==> src/rtl/prng_multi_pkg.sv <==
// Shared types, default constants and seed helpers for the multi-channel PRNG.
package prng_multi_pkg;

  typedef enum logic {
    ST_WARM = 1'b0,
    ST_RUN  = 1'b1
  } state_e;

  localparam logic [63:0] DEF_LFSR_TAPS   = 64'h500_0008_0001;
  localparam logic [63:0] DEF_SEED_STRIDE = 64'h1F_3A5C_9E37;

  // Truncate a load value to w bits; an all-zero result becomes 1 so the register never locks up.
  function automatic logic [63:0] nonzero_load(input logic [63:0] v, input int unsigned w);
    logic [63:0] m;
    logic [63:0] r;
    m = (w >= 64) ? '1 : ((64'(1) << w) - 64'(1));
    r = v & m;
    return (r == '0) ? 64'(1) : r;
  endfunction

  function automatic logic [63:0] channel_seed(input logic [63:0] seed, input logic [63:0] ch,
                                               input logic [63:0] stride);
    return seed ^ (ch * stride);
  endfunction

endpackage

==> src/rtl/prng_multi_channel.sv <==
// One generator lane: Fibonacci LFSR plus a rule-90/150 cellular automaton, XOR-combined.
module prng_multi_channel
  import prng_multi_pkg::*;
#(
  parameter int unsigned           LFSR_SIZE = 43,
  parameter logic [LFSR_SIZE-1:0]  LFSR_TAPS = LFSR_SIZE'(DEF_LFSR_TAPS),
  parameter int unsigned           CA_SIZE   = 37,
  parameter int unsigned           CA_R150   = 28,
  parameter int unsigned           OUT_SIZE  = 32
) (
  input  logic                 clock,
  input  logic                 load,
  input  logic                 step,
  input  logic [LFSR_SIZE-1:0] load_value,
  output logic [OUT_SIZE-1:0]  sample
);

  localparam logic [CA_SIZE-1:0] R150_MASK = CA_SIZE'(1) << CA_R150;

  logic [LFSR_SIZE-1:0] sr_q, sr_d;
  logic [CA_SIZE-1:0]   ca_q, ca_d;

  // Load wins over step; both registers hold otherwise.
  always_comb begin
    sr_d = sr_q;
    ca_d = ca_q;
    if (load) begin
      sr_d = LFSR_SIZE'(nonzero_load(64'(load_value), LFSR_SIZE));
      ca_d = CA_SIZE'(nonzero_load(64'(load_value), CA_SIZE));
    end else if (step) begin
      sr_d = {sr_q[LFSR_SIZE-2:0], ^(sr_q & LFSR_TAPS)};
      ca_d = {1'b0, ca_q[CA_SIZE-1:1]} ^ {ca_q[CA_SIZE-2:0], 1'b0} ^ (ca_q & R150_MASK);
    end
  end

  always_ff @(posedge clock) begin
    sr_q <= sr_d;
    ca_q <= ca_d;
  end

  assign sample = ca_q[OUT_SIZE-1:0] ^ sr_q[OUT_SIZE-1:0];

endmodule

==> src/rtl/prng_multi.sv <==
// Multi-channel hybrid PRNG: warm-up FSM, per-channel seeding and a valid/ready output register.
module prng_multi
  import prng_multi_pkg::*;
#(
  parameter int unsigned           LFSR_SIZE   = 43,
  parameter logic [LFSR_SIZE-1:0]  LFSR_TAPS   = LFSR_SIZE'(DEF_LFSR_TAPS),
  parameter int unsigned           CA_SIZE     = 37,
  parameter int unsigned           CA_R150     = 28,
  parameter int unsigned           OUT_SIZE    = 32,
  parameter int unsigned           NUM_CH      = 4,
  parameter int unsigned           WARMUP      = 64,
  parameter logic [LFSR_SIZE-1:0]  SEED_STRIDE = LFSR_SIZE'(DEF_SEED_STRIDE)
) (
  input  logic                       clock,
  input  logic                       reset,
  input  logic [LFSR_SIZE-1:0]       seed,
  input  logic                       reseed,
  input  logic                       enable,
  input  logic                       out_ready,
  output logic                       out_valid,
  output logic [NUM_CH*OUT_SIZE-1:0] randomArray,
  output logic                       warming
);

  localparam int unsigned CNT_W  = (WARMUP > 1) ? $clog2(WARMUP) : 1;
  localparam int unsigned BEAT_W = NUM_CH * OUT_SIZE;

  state_e              state_q, state_d;
  logic [CNT_W-1:0]    cnt_q, cnt_d;
  logic                out_valid_q, out_valid_d;
  logic [BEAT_W-1:0]   data_q, data_d;
  logic                warming_q, warming_d;
  logic                ch_load, ch_step;
  logic [BEAT_W-1:0]   sample_all;

  for (genvar c = 0; c < NUM_CH; c++) begin : g_ch
    logic [LFSR_SIZE-1:0] ch_seed;
    assign ch_seed = LFSR_SIZE'(channel_seed(64'(seed), 64'(c), 64'(SEED_STRIDE)));

    prng_multi_channel #(
      .LFSR_SIZE (LFSR_SIZE),
      .LFSR_TAPS (LFSR_TAPS),
      .CA_SIZE   (CA_SIZE),
      .CA_R150   (CA_R150),
      .OUT_SIZE  (OUT_SIZE)
    ) u_ch (
      .clock      (clock),
      .load       (ch_load),
      .step       (ch_step),
      .load_value (ch_seed),
      .sample     (sample_all[c*OUT_SIZE +: OUT_SIZE])
    );
  end

  // Next-state, generator control and output register update.
  always_comb begin
    state_d     = state_q;
    cnt_d       = cnt_q;
    out_valid_d = out_valid_q;
    data_d      = data_q;
    ch_load     = 1'b0;
    ch_step     = 1'b0;
    if (reset) begin
      ch_load = 1'b1;
    end else if (reseed) begin
      state_d     = ST_WARM;
      cnt_d       = '0;
      out_valid_d = 1'b0;
      ch_load     = 1'b1;
    end else begin
      case (state_q)
        ST_WARM: begin
          ch_step = 1'b1;
          if (cnt_q == CNT_W'(WARMUP - 1)) state_d = ST_RUN;
          else                             cnt_d   = cnt_q + CNT_W'(1);
        end
        ST_RUN: begin
          if (enable && (!out_valid_q || out_ready)) begin
            data_d      = sample_all;
            out_valid_d = 1'b1;
            ch_step     = 1'b1;
          end else if (out_valid_q && out_ready) begin
            out_valid_d = 1'b0;
          end
        end
        default: state_d = ST_WARM;
      endcase
    end
    warming_d = (state_d == ST_WARM);
  end

  always_ff @(posedge clock) begin
    if (reset) begin
      state_q     <= ST_WARM;
      cnt_q       <= '0;
      out_valid_q <= 1'b0;
      data_q      <= '0;
      warming_q   <= 1'b1;
    end else begin
      state_q     <= state_d;
      cnt_q       <= cnt_d;
      out_valid_q <= out_valid_d;
      data_q      <= data_d;
      warming_q   <= warming_d;
    end
  end

  assign out_valid   = out_valid_q;
  assign randomArray = data_q;
  assign warming     = warming_q;

endmodule
==> config.mk <==
export PLATFORM = sky130hd
export DESIGN_NAME = prng_multi
export DESIGN_NICKNAME = d
export VERILOG_FILES = /design/src/rtl/prng_multi_pkg.sv /design/src/rtl/prng_multi_channel.sv /design/src/rtl/prng_multi.sv
export SDC_FILE = /design/constraint.sdc
export NUM_CORES = 1
export LEC_CHECK = 0
export BUFFER_PORTS_ARGS = -buffer_cell sky130_fd_sc_hd__clkbuf_2
export CAP_MARGIN = 40
export CORE_MARGIN = 5
export CORE_UTILIZATION = 59
export CTS_CLUSTER_SIZE = 12
export DETAILED_ROUTE_END_ITERATION = 10
export GPL_ROUTABILITY_DRIVEN = 0
export GPL_TIMING_DRIVEN = 1
export MAX_ROUTING_LAYER = met4
export PLACE_DENSITY = 0.79
export SYNTH_ARGS = -nofsm -noshare
export SYNTH_HDL_FRONTEND = slang
export SYNTH_SLANG_ARGS = --single-unit
==> constraint.sdc <==
create_clock -name clock -period 24.2 [get_ports clock]
set_input_delay 1.21 -clock clock [delete_from_list [all_inputs] [get_ports clock]]
set_output_delay 1.21 -clock clock [all_outputs]
set_load 0.005 [all_outputs]
==> metrics list, run 1 <==
- Total of hold buffers inserted after clock tree synthesis: 0
* Initial core utilization: 60.1%
* Post-cts resize count: 0
* Critical Path, Cell by Cell: buf_4, nor2_4, buf_12, o211ai_1, buf_4, buf_12
- R2R setup slack: 21.69 ns
* Full die area: between 30000 and 40000 µm²
* Insertion delay of the later-clocked pin in the worst-skew pair: around 0.55 ns
- Synthesized netlist net count: 1734
- Clock Pin Slew Worst Setup and Hold Paths: 0.06 ns
* Final max-slew violation count: 0
- The synthesized netlist occupies a cell area of between 15000 and 20000 µm².
* Multi-input logic area: 6950 µm²
- The worst setup path is of the primary input to flip-flop kind.
* Post-CTS setup buffer count: 0
- Cells with a size suffix above 1 make up 14.0% of the layout.
* Slowest CP cell: buf_12
* Worst hold start: out_valid
- Yosys mapped the design onto 43 distinct sky130hd cell types.
* Port Buffers: 177
- For this run, the detailed router's first-pass iteration total came to 5.
- In the routed design, unresolved DRC markers number 0.
- Wires add up to 45200 µm.
* Overflow left after global routing: 0
- Tightest Hold Check Type: flip-flop to flip-flop
- Summing all flip-flop and latch instances after layout gives 12400 µm².
- For this block, the initial DRC count from the detailed router was 1408.
- The count of nets left with antenna violations once routing finished came out at 0.
* Wire length of the first global-routing pass: around 70000 µm
- Max-Slew Margin vs Limit: between 20% and 30%
- STA puts the critical path data required time at 24.35 ns.
- Row generation in the floorplan step produced 66 rows.
- Number of top-level design ports: 178
* Final period util: 14.8%
- Count of nets after finishing: 1884
* Register bit count reported by yosys: 457
* Syn. warnings: 0
- Length in cells of the worst reg-to-reg path: 4
- Based on the critical path, the design can be clocked at up to 280 MHz.
- The flow ran to the end, and the final reports show no timing, DRC or antenna violations.
- In this design, the stage delay of the slowest critical-path cell is 0.83 ns.
- Counting the buffers created by CTS gives 47.
- Summed over all nets, the half-perimeter wirelength after detailed placement is 30600 µm.
* Critical-path maximum fanout: 249
* Post-Route Setup TNS: 0 ns
* WL/cell: 19.5 µm
* Number of clock sinks: 457
- CTS tree: yes
- STA classifies the critical path endpoint as a flip-flop.
* Power per Cell Area: 81.4 nW/µm²
- Crit path DAT: 3.72 ns
- The core region is 32700 µm².
* Max-cap violations: 0
- Via count normalized by instance count: 5.71
- In this run the horizontal extent of the chip is 193 µm.
- No sink is reached through more buffers than the 3 on the longest clock path.
* CTS H-Tree Depth: 2
* Startpoint of the worst register-to-register path: out_valid
* Core occupancy in the finished layout: 68.6%
- From bottom edge to top edge, the die measures 193 µm.
- Tightest Pin Transition: roughly 1.1 ns
- Endpoint of the lowest-slack register-to-register path: g_ch[0].u_ch.ca_q[10]
- Aggregate global-route resource usage: 24.8%
- The worst hold path terminates at out_valid.
- Vias after detailed routing: approximately 13000
- The total count of hold-check failures in the final report was 0.
* Initial antenna violation count: 2
- Static Leakage: around 8.6 nW
- Final setup violating endpoints: 0
- Post-Route Skew: 0.0189 ns
* Relative area change from synthesis to final layout: 14.0%
- Final critical-path required period: 3.57 ns
- The cell sitting at the root of the clock tree is a clkbuf_16.
- A synthesized cell averages roughly 12 µm².
- In the synthesized netlist, the number of instances is 1685.
- Startpoint class of the critical path: primary input
* Via count of the first global-routing pass: 13000
* Sequential cell area fraction in the yosys report: between 60% and 70%
- Worst Hold Depth: 2
* Most frequent cells in the layout: edfxtp_1, xnor2_1, nand2_1, nor2_1, clkbuf_2
- VDD sags by at most 0.0529 mV.
- Most common cell after layout, fill and taps aside: edfxtp_1
- The filler cells instantiated in the layout total roughly 2400.
- Entering global routing, the biggest net connects 250 pins.
* Setup repair after global routing missed its margin: false
[worst max-delay path by stage]
stage                          from                     to  slack (ns)
after floorplan           out_ready   g_ch[0].u_ch.ca_q[0]        6.94
after global placement        reset  g_ch[0].u_ch.ca_q[16]       20.04
after detailed placement      reset  g_ch[0].u_ch.ca_q[16]       20.01
after CTS                     reset  g_ch[2].u_ch.ca_q[22]       20.57
after global routing          reset  g_ch[0].u_ch.ca_q[20]       20.40
final                         reset  g_ch[0].u_ch.ca_q[10]       20.63
[cells by family (layout without fill, tap and decap cells)]
kind of cell | Yosys count | in the layout | share of synthesized area, %
AOI/OAI and AO/OA | 359 | 359 | 12.0
xor gates and xnor gates | 289 | 289 | 12.9
adders and majority gates | 1 | 1 | 0.0636
buffers and inverters | 91 | 277 | 1.91
DFF | 457 | 457 | 62.8
muxes | 1 | 1 | 0.0509
other | 0 | 2 | 0
and+or+nand+nor | 487 | 487 | 10.3
[state kept, by name, indices dropped and copies added (netlist names)]
signal	cells
warming	1
g_ch.u_ch.sr_q	172
state_q	1
cnt_q	6
g_ch.u_ch.ca_q	148
out_valid	1
randomArray	128
[layout make-up]
type | count | area share [%]
sequential | 457 | 55.1
tap | 442 | 2.47
antenna | 2 | 0.0223
multi-input combinational | 1137 | 31.0
clock buffer | 81 | 6.54
clock inverter | 4 | 0.0837
timing repair buffer | 190 | 4.78
inverter | 2 | 0.0335
[metal layers]
layer / global-route usage (%) / wire (µm) / up-vias / part of all wire (%)
li1: - / - / 6252 / -
met4: 6.14 / 947 / 0 / 2.1
met2: 39.5 / 21600 / 544 / 48
met3: 4.03 / 3560 / 85 / 7.9
met5: - / 0 / - / 0
met1: 33.9 / 19000 / 6345 / 42
[cell usage after synthesis (all sizes together)]
cell    count  share of area [%]
edfxtp    320                 49
nand4       6               0.19
nand2b      3              0.095
and3        2              0.064
or3         2              0.064
xor2       12               0.53
a31oi       3               0.13
inv         2              0.038
nand3b      2              0.076
nand2     239                4.6
a21o       75                2.9
and2       20               0.64
ha          1              0.064
nor2b       2              0.064
o211ai      2              0.076
or4         2              0.095
clkbuf     43               0.82
xnor2     277                 12
nand4b      4               0.18
mux2i       1              0.051
nand3       6               0.18
nor3        7               0.20
dfxtp     137                 14
buf        46                1.1
o21a        2              0.076
o21ai       9               0.23
a21oi     128                3.3
a211oi    128                4.9
or2         1              0.032
a21boi     12               0.46
nor2      185                3.5
and4        1              0.045
nor4        5               0.27
[where the power goes]
part / total (mW) / leakage, nW / internal, mW / switching, mW
registers: 0.959 / 4.50 / 0.899 / 0.0600
clock network: 0.694 / 0.726 / 0.409 / 0.285
logic: 0.172 / 3.33 / 0.0846 / 0.0871
total: 1.82 / 8.56 / 1.39 / 0.432
[through the flow]
step,area [µm²],setup slack (ns),power [mW],instances,hold WS [ns]
after floorplan,19700,6.94,1.08,1685,0.461
after global placement,20800,20.04,1.13,2225,0.459
after detailed placement,20900,20.01,1.14,2228,0.465
after CTS,22400,20.57,1.83,2313,0.474
after global routing,22400,20.40,1.89,2315,0.501
final,22400,20.63,1.82,2315,0.472
[critical path: cells and delay by family]
kind / cells / cell delay (ns)
buffers and inverters: 4 / 2.10
and+or+nand+nor: 1 / 0.06
AOI/OAI and AO/OA: 1 / 0.22
No activity file was read; power rests on OpenSTA's default activity.
==> inputs of run 2 (changes only) <==
==> constraint.sdc (replaced) <==
create_clock -name clock -period 3.6 [get_ports clock]
set_input_delay 0.18 -clock clock [delete_from_list [all_inputs] [get_ports clock]]
set_output_delay 0.18 -clock clock [all_outputs]
set_load 0.005 [all_outputs]
==> run 2 against run 1 <==
  * Sequential share of layout area decreased by 0.19 points
  * Flip-flop and latch count did not move
  * Clock skew shrank 0.0022 ns
  * Combinational power increased to 6.7 times the previous value
  * Non-clock buffer count is 12 higher
  * Worst hold slack got worse by 0.44 ns
  * First-iteration DRC count up 3.4%
  * Critical path type is now flip-flop to flip-flop
  * Largest cell class unchanged
==> metrics list, run 2 (synthesis results as in run 1) <==
* R2R setup slack: 1.62 ns (-20.07 ns)
- CTS Root Cell: clkbuf_16
* End of the worst hold path: g_ch[0].u_ch.sr_q[37]
* Count of nets after finishing: 1895 (+0.58%)
* Biggest register: g_ch.u_ch.sr_q
- The TritonCTS sink count is 457 (unchanged).
- The worst path uses between 50% and 60% of the clock period.
- Aggregate global-route resource usage: 24.7% (-0.082 points)
- The detailed-route wire length is 45200 µm (about the same).
* Peak supply drop: 0.343 mV (+550%)
- Remaining DRCs: 0 (unchanged)
- The first-pass GRT wire length came to 70300 µm (-0.14%).
- Die Width: 193 µm (unchanged)
- STA classifies the critical path startpoint as a flip-flop.
* Pin count of the biggest net entering global routing: 182 (-27%)
- Y dimension of the die: 193 µm (unchanged)
- Clock Pin Slew Worst Setup and Hold Paths: 0.06 ns (about the same)
- The leftover overflow at the end of global routing was 0 (unchanged).
- The flow ran to the end, and the final reports show no timing, DRC or antenna violations.
* CTS tree: yes
* Crit path largest cell delay: 0.48 ns (-0.35 ns)
- Number of detailed-routing iterations run before antenna repair: 6 (+1)
* Cell area reported after detailed placement: 21100 µm² (+0.60%)
- Tightest Pin Transition: 0.795 ns (-0.315 ns)
- The total count of hold-check failures in the final report is 0 (unchanged).
- Total clock buffers created by CTS: 46 (-2.1%)
- Walking the worst path, the cells encountered are nand2_1, nor3_4, buf_8, buf_12, nor2_1, a211oi_1.
- The number of cells on the worst reg-to-reg path was 6 (+2).
- The worst setup path is of the flip-flop to flip-flop kind.
- The setup TNS was 0 ns (unchanged).
- Finished Cell Area: 22500 µm² (+0.35%)
- Total of hold buffers inserted after clock tree synthesis: 2 (+2)
- The number of placement rows is 66 (unchanged).
* Post-Route Skew: 0.0166 ns (-0.00222 ns)
- Initial detailed-routing violation count: 1456 (+3.4%)
- The via count of the first global-routing pass is 12900 (-0.79%).
- Count of filler cells inserted in the layout: 2397 (+0.97%)
- Critical path required time: 4.04 ns (-20.31 ns)
* Endpoint of the lowest-slack register-to-register path: randomArray[110]
- Total design power: 12.1 mW (+560%)
* Cell Count, Final, Fillers Out: 2329 (+0.60%)
* Core Footprint: 32700 µm² (unchanged)
- The flip-flop count of the largest register, all copies and words added came to 172 (unchanged).
- Insertion delay of the later-clocked pin in the worst-skew pair: 0.54 ns (about the same)
* Post-CTS setup buffer count: 0 (unchanged)
* Number of nets still failing antenna checks after routing: 0 (unchanged)
- The number of vias after detailed routing came to 13300 (+0.39%).
- Leaving out fill and tap cells, the most frequent cells in the layout are edfxtp_1, xnor2_1, nand2_1, nor2_1, clkbuf_2.
- The number of instances on the worst hold path is 3 (+1).
- The tightest min-delay check is of the primary input to flip-flop type.
- The HPWL reported at the end of detailed placement was 31200 µm (+1.7%).
- The number of levels the H-tree was split into was 2 (unchanged).
* Critical-path maximum fanout: 77 (-69%)
* Final setup violating endpoints: 0 (unchanged)
* Setup repair after global routing missed its margin: false
* Initial core utilization: 60.1% (unchanged)
- Final critical-path required period: 1.98 ns
- The count of pins over their slew limit came to 0 (unchanged).
- The number of I/O pins came to 178 (unchanged).
* Static Leakage: 8.60 nW (+0.38%)
- The maximum count of clock buffers along a single path is 3 (unchanged).
- The total die area was 37100 µm² (unchanged).
- Via count normalized by instance count: 5.70 (-0.21%)
- The power per unit of standard cell area was 538 nW/µm² (+560%).
- Initial antenna violation count: 3 (+1)
- On the critical path, the stage with the largest delay is an instance of nor3_4.
- WL/cell: 19.4 µm (-0.51%)
- Worst hold start: seed[37]
* Post-cts resize count: 0 (unchanged)
* Maximum operating frequency: 505 MHz
- Crit path DAT: 2.42 ns (-1.30 ns)
- Port Buffers: 177 (unchanged)
* Most common cell after layout, fill and taps aside: edfxtp_1
* Relative area change from synthesis to final layout: 14.4%
* Max-cap violations: 0 (unchanged)
* Share of layout cells above drive strength 1: 14.3% (+0.27 points)
* Crit. End Element: flip-flop
* Startpoint of the worst register-to-register path: state_q
- Cell total after placement: 2238 (+0.45%)
- Max-Slew Margin vs Limit: 47.0% (+21 points)
[run 2: cell type report]
| cell class | count | area, µm² | share of cell area [%] |
|---|---|---|---|
| inverters | 2 | 7.51 | 0.0334 |
| multi-input cells | 1137 | 6950 | 30.9 |
| clock inverters | 4 | 23.8 | 0.106 |
| flip-flops and latches | 457 | 12400 | 54.9 |
| well taps | 442 | 553 | 2.46 |
| clock buffers | 82 | 1390 | 6.18 |
| repair buffers | 202 | 1210 | 5.37 |
| diodes | 3 | 7.51 | 0.0334 |
[run 2: through the flow]
step | utilization [%] | setup WS [ns] | hold slack (ns)
5_1_grt | 68.8 | 1.43 | 0.0464
3_3_place_gp | 64.3 | 1.47 | 0.451
3_5_place_dp | 64.4 | 1.47 | 0.469
4_1_cts | 68.8 | 1.56 | 0.00448
2_1_floorplan | - | -12.85 | 0.351
6_report | 68.8 | 1.62 | 0.0363
[run 2: routing by layer]
| layer | track usage (%) | up-vias | part of all wire, % |
|---|---|---|---|
| met5 | - | - | 0 |
| met4 | 5.70 | 0 | 1.9 |
| met3 | 3.71 | 89 | 8.1 |
| met2 | 39.3 | 543 | 48 |
| met1 | 34.3 | 6366 | 42 |
| li1 | - | 6280 | - |
[run 2: worst max-delay path by stage]
stage | startpoint | endpoint | slack [ns] | cells after the start
after floorplan | out_valid | g_ch[0].u_ch.ca_q[0] | -12.85 | 2
after global placement | state_q | randomArray[89] | 1.47 | 5
after CTS | state_q | randomArray[110] | 1.56 | 6
after detailed placement | reset | g_ch[0].u_ch.sr_q[26] | 1.47 | 5
after global routing | state_q | randomArray[105] | 1.43 | 6
final | state_q | randomArray[110] | 1.62 | 6
[run 2: report_power, final]
| part | switching (mW) | internal, mW | total (mW) | leakage (nW) |
|---|---|---|---|---|
| combinational | 0.581 | 0.574 | 1.16 | 3.41 |
| clock | 1.90 | 2.61 | 4.51 | 0.686 |
| sequential | 0.397 | 6.04 | 6.44 | 4.50 |
[run 2: worst max-delay path: cells and delay by family (launching register included)]
family,cells,cell delay (ns)
and+or+nand+nor,3,0.70
buffers and inverters,2,0.53
DFF,1,0.40
AOI/OAI and AO/OA,1,0.25
==> inputs of run 3 (changes only) <==
--- a/config.mk
+++ b/config.mk
@@ -5,16 +5,17 @@
 export SDC_FILE = /design/constraint.sdc
 export NUM_CORES = 1
 export LEC_CHECK = 0
+export ABC_AREA = 1
 export BUFFER_PORTS_ARGS = -buffer_cell sky130_fd_sc_hd__clkbuf_2
 export CAP_MARGIN = 40
 export CORE_MARGIN = 5
-export CORE_UTILIZATION = 59
+export CORE_UTILIZATION = 54
 export CTS_CLUSTER_SIZE = 12
 export DETAILED_ROUTE_END_ITERATION = 10
 export GPL_ROUTABILITY_DRIVEN = 0
 export GPL_TIMING_DRIVEN = 1
 export MAX_ROUTING_LAYER = met4
-export PLACE_DENSITY = 0.79
+export PLACE_DENSITY = 0.76
 export SYNTH_ARGS = -nofsm -noshare
 export SYNTH_HDL_FRONTEND = slang
 export SYNTH_SLANG_ARGS = --single-unit
==> constraint.sdc (replaced) <==
create_clock -name clock -period 1.64 [get_ports clock]
set_input_delay 0.082 -clock clock [delete_from_list [all_inputs] [get_ports clock]]
set_output_delay 0.082 -clock clock [all_outputs]
set_load 0.005 [all_outputs]
==> run 3 against run 2 <==
  * Clock-buffer cell count up 1
  * Largest power group unchanged
  * Highest routed layer unchanged
  * Via count rose by 17%
  * Global-route usage rose by 0.53 points
  * Cell area rose by 6.6%
  * Critical endpoint is now g_ch[1].u_ch.ca_q[6]
==> metrics list, run 3 <==
- The met1 track demand over resource came to 34.2% (-0.10 points).
* Final worst-path setup slack: 0.121 ns (-1.50 ns)
- The global-route track usage on met2 is 39.9% (+0.57 points).
- The total power consumption of the routed design is 26.9 mW (+120%).
- The cell family contributing the most delay on the critical path is buffers and inverters.
- Initial detailed-routing violation count: 1718 (+18%)
- CTS H-Tree Depth: 2 (unchanged)
- The number of placement rows is 71 (+7.6%).
- In the layout the commonest cells are nand2_1, edfxtp_1, clkbuf_2, xnor2_1, o21ai_0.
- Worst slack at placement: 0.0766 ns (-1.39 ns)
- Crit path largest cell delay: 0.54 ns (+0.06 ns)
- The number of distinct standard cells referenced by the synthesized netlist was 29 (-33%).
* Power per Cell Area: 1120 nW/µm² (+110%)
* Count of nets after finishing: 2304 (+22%)
- Maximum operating frequency: between 600 and 700 MHz
- CTS Root Cell: clkbuf_16
* Port Buffers: 177 (unchanged)
* Worst setup path class: primary input to flip-flop
- R2R setup slack: 0.13 ns (-1.49 ns)
* Most numerous cell in the Yosys netlist: nand2_1
- Synthesized netlist net count: 2101 (+21%)
- The TritonCTS sink count came to 457 (unchanged).
- Counting flops per register, the top entry is g_ch.u_ch.sr_q.
* Total Wirelength: 52300 µm (+16%)
- Most common cell after layout, fill and taps aside: nand2_1
- The hold slack was 0.0131 ns (-0.0232 ns).
* Share of the synthesized area in the top cell type: 47.0% (-1.9 points)
- Flip-flop count of the largest register, all copies and words added: 172 (unchanged)
- Crit path DAT: 1.80 ns (-0.62 ns)
- Peak supply drop: 0.771 mV (+120%)
- The count of pins over their slew limit is 0 (unchanged).
- The count of flip-flops with a built-in enable after synthesis came to 320 (unchanged).
* Clock Pin Slew Worst Setup and Hold Paths: 0.06 ns (about the same)
* Length in cells of the worst reg-to-reg path: 6 (unchanged)
- Max-Slew Margin vs Limit: 52.1% (+5.1 points)
- Final period util: between 90% and 100%
- Walking the worst path, the cells encountered are dlygate4sd3_1, buf_4, nor2_4, inv_4, buf_4, nand2_1, o21ai_0.
- Register bit count reported by yosys: 457 (unchanged)
- Result of the run: complete, no violations
- The final clock skew was 0.0209 ns (+0.00423 ns).
- Share of layout cells above drive strength 1: 13.8% (-0.49 points)
* Startpoint of the worst register-to-register path: out_valid
- Via count of the first global-routing pass: 14900 (+16%)
- Worst hold start: seed[26]
- The first-pass GRT wire length is 81700 µm (+16%).
* Flip-flop cell with the highest count after synthesis: edfxtp_1
- The post-detailed-route DRC marker count was 0 (unchanged).
- The total count of hold-check failures in the final report was 0 (unchanged).
* Tightest Pin Transition: 0.716 ns (-0.0786 ns)
- The synthesis warning total came to 0 (unchanged).
- Vias after detailed routing: 15500 (+17%)
- Worst Hold Depth: 3 (unchanged)
- By count the netlist is led by nand2_1, edfxtp_1, o21ai_0, xnor2_1, a21oi_1.
- Initial antenna violation count: 3 (unchanged)
* Initial core utilization: 54.6% (-5.6 points)
- Total clock buffers created by CTS: 46 (unchanged)
- The number of stages on the worst setup path is 7 (+1).
* Most used cell along the critical path: buf_4
- Relative area change from synthesis to final layout: 17.2%
* Final setup violating endpoints: 0 (unchanged)
- The global routing met3 resource utilization was 4.05% (+0.34 points).
- Insertion delay of the later-clocked pin in the worst-skew pair: 0.57 ns (+0.03 ns)
* Number of buffer and inverter instances along the worst setup path: 4 (+2)
- Core Footprint: 37500 µm² (+15%)
* Slowest CP cell: dlygate4sd3_1
- The cell count after synthesis came to 2052 (+22%).
- The number of nets with antenna violations after routing came to 0 (unchanged).
* Busiest metal layer after global routing: met2
- Area of the mapped netlist: 20500 µm² (+4.0%)
- Startpoint class of the critical path: primary input
- The total die area was 41900 µm² (+13%).
* CTS tree: yes
* Endpoint of the lowest-slack register-to-register path: g_ch[1].u_ch.sr_q[9]
- Setup repair after global routing left no endpoint under its margin.
- Crit. End Element: flip-flop
- The average footprint of a synthesized cell is 9.97 µm² (-15%).
- The leftover overflow at the end of global routing came to 0 (unchanged).
* Sequential cell area fraction in the yosys report: 60.4% (-2.4 points)
- Final critical-path required period: 1.52 ns
- Via count normalized by instance count: 5.54 (-2.9%)
* Cell taking the most area after synthesis: edfxtp_1
- The maximum count of clock buffers along a single path is 3 (unchanged).
- The worst path required time is 1.92 ns (-2.12 ns).
- The static power due to leakage came to 9.66 nW (+12%).
* Detailed Place HPWL: 36300 µm (+16%)
* Synth area leaders: edfxtp_1, dfxtp_1, nand2_1
- Pin count of the biggest net entering global routing: 129 (-29%)
- Max-cap violations: 0 (unchanged)
* Proportion of register bits with asynchronous set or reset after synthesis: 0% (unchanged)
* End of the worst hold path: g_ch[0].u_ch.sr_q[26]
- The aggregate global-route resource usage was 25.3% (+0.53 points).
- The setup TNS came to 0 ns (unchanged).
* Die Width: 205 µm (+6.3%)
* Critical-path maximum fanout: 17 (-78%)
- The final instance area was 24000 µm² (+6.6%).
* WL/cell: 18.6 µm (-4.0%)
- Tightest Hold Check Type: primary input to flip-flop
* Cell area reported after detailed placement: 22200 µm² (+5.5%)
- Number of detailed-routing iterations run before antenna repair: 6 (unchanged)
- The number of I/O pins is 178 (unchanged).
- Y dimension of the die: 205 µm (+6.3%)
## run 3: changes by cell type after synthesis, sizes merged, moves of 12 or more
cell and delta:
a21o -75, nor2 -104, inv +51, nand2 +390, xor2 +126, a21boi -12
and2 -19, nand3 +131, o21ai +136, xnor2 -137, a211oi -128
## run 3: cell families after synthesis
logic type | Yosys count | synth area share [%]
AND/OR/NAND/NOR | 876 | 17.4
flip-flops | 457 | 60.4
AO/OA/AOI/OAI | 287 | 7.05
XOR/XNOR | 278 | 11.9
buffers and inverters | 153 | 3.22
adder cells (fa/ha/maj) | 1 | 0.0612
## run 3: worst max-delay path by stage
stage	slack, ns	startpoint	end
after detailed placement	0.08	out_valid	g_ch[2].u_ch.sr_q[18]
after global placement	0.13	out_valid	g_ch[2].u_ch.sr_q[30]
after floorplan	-14.76	out_valid	g_ch[0].u_ch.ca_q[0]
after global routing	0.004	out_valid	randomArray[15]
final	0.12	reset	g_ch[1].u_ch.ca_q[6]
after CTS	0.07	out_valid	g_ch[1].u_ch.ca_q[16]
## run 3: final cells by class
| cell class | instances | area (µm²) |
|---|---|---|
| Clock buffer | 83 | 1460 |
| Fill cell | 2952 | 13500 |
| Antenna cell | 3 | 7.51 |
| Clock inverter | 2 | 10.0 |
| Multi-Input combinational cell | 1442 | 7470 |
| Timing Repair Buffer | 255 | 1850 |
| Tap cell | 511 | 639 |
| Inverter | 53 | 204 |
| Sequential cell | 457 | 12400 |
## run 3: layer usage
metal / vias up / share of wire [%]
met5: - / 0
met1: 7421 / 41
met4: 0 / 3.0
met3: 110 / 8.9
li1: 7279 / -
met2: 723 / 47
## run 3: stage by stage
step | utilization, % | std cells
6_report | 64.0 | 2806
5_1_grt | 64.0 | 2806
4_1_cts | 63.9 | 2802
3_5_place_dp | 59.2 | 2688
3_3_place_gp | 59.2 | 2688
2_1_floorplan | - | 2052
## run 3: what timing repair did
action | CTS | global route
setup endpoints to repair | 0 | 5
hold buffers | 29 | 0
endpoints found under the hold margin | 72 | 0
setup buffers | 0 | 1
gates resized for setup | 0 | 1
## run 3: power by group
| part | internal, mW | switching, mW | total [mW] |
|---|---|---|---|
| Sequential | 13.3 | 0.850 | 14.1 |
| Clock | 5.96 | 4.30 | 10.3 |
| Combinational | 1.13 | 1.42 | 2.55 |
## run 3: worst reg2reg max path, stage by stage, from the launching register on
cell	delay, ns
dfxtp_2	0.32
inv_2	0.05
nor2_2	0.05
o211ai_1	0.17
buf_4	0.15
buf_12	0.18
buf_4	0.27
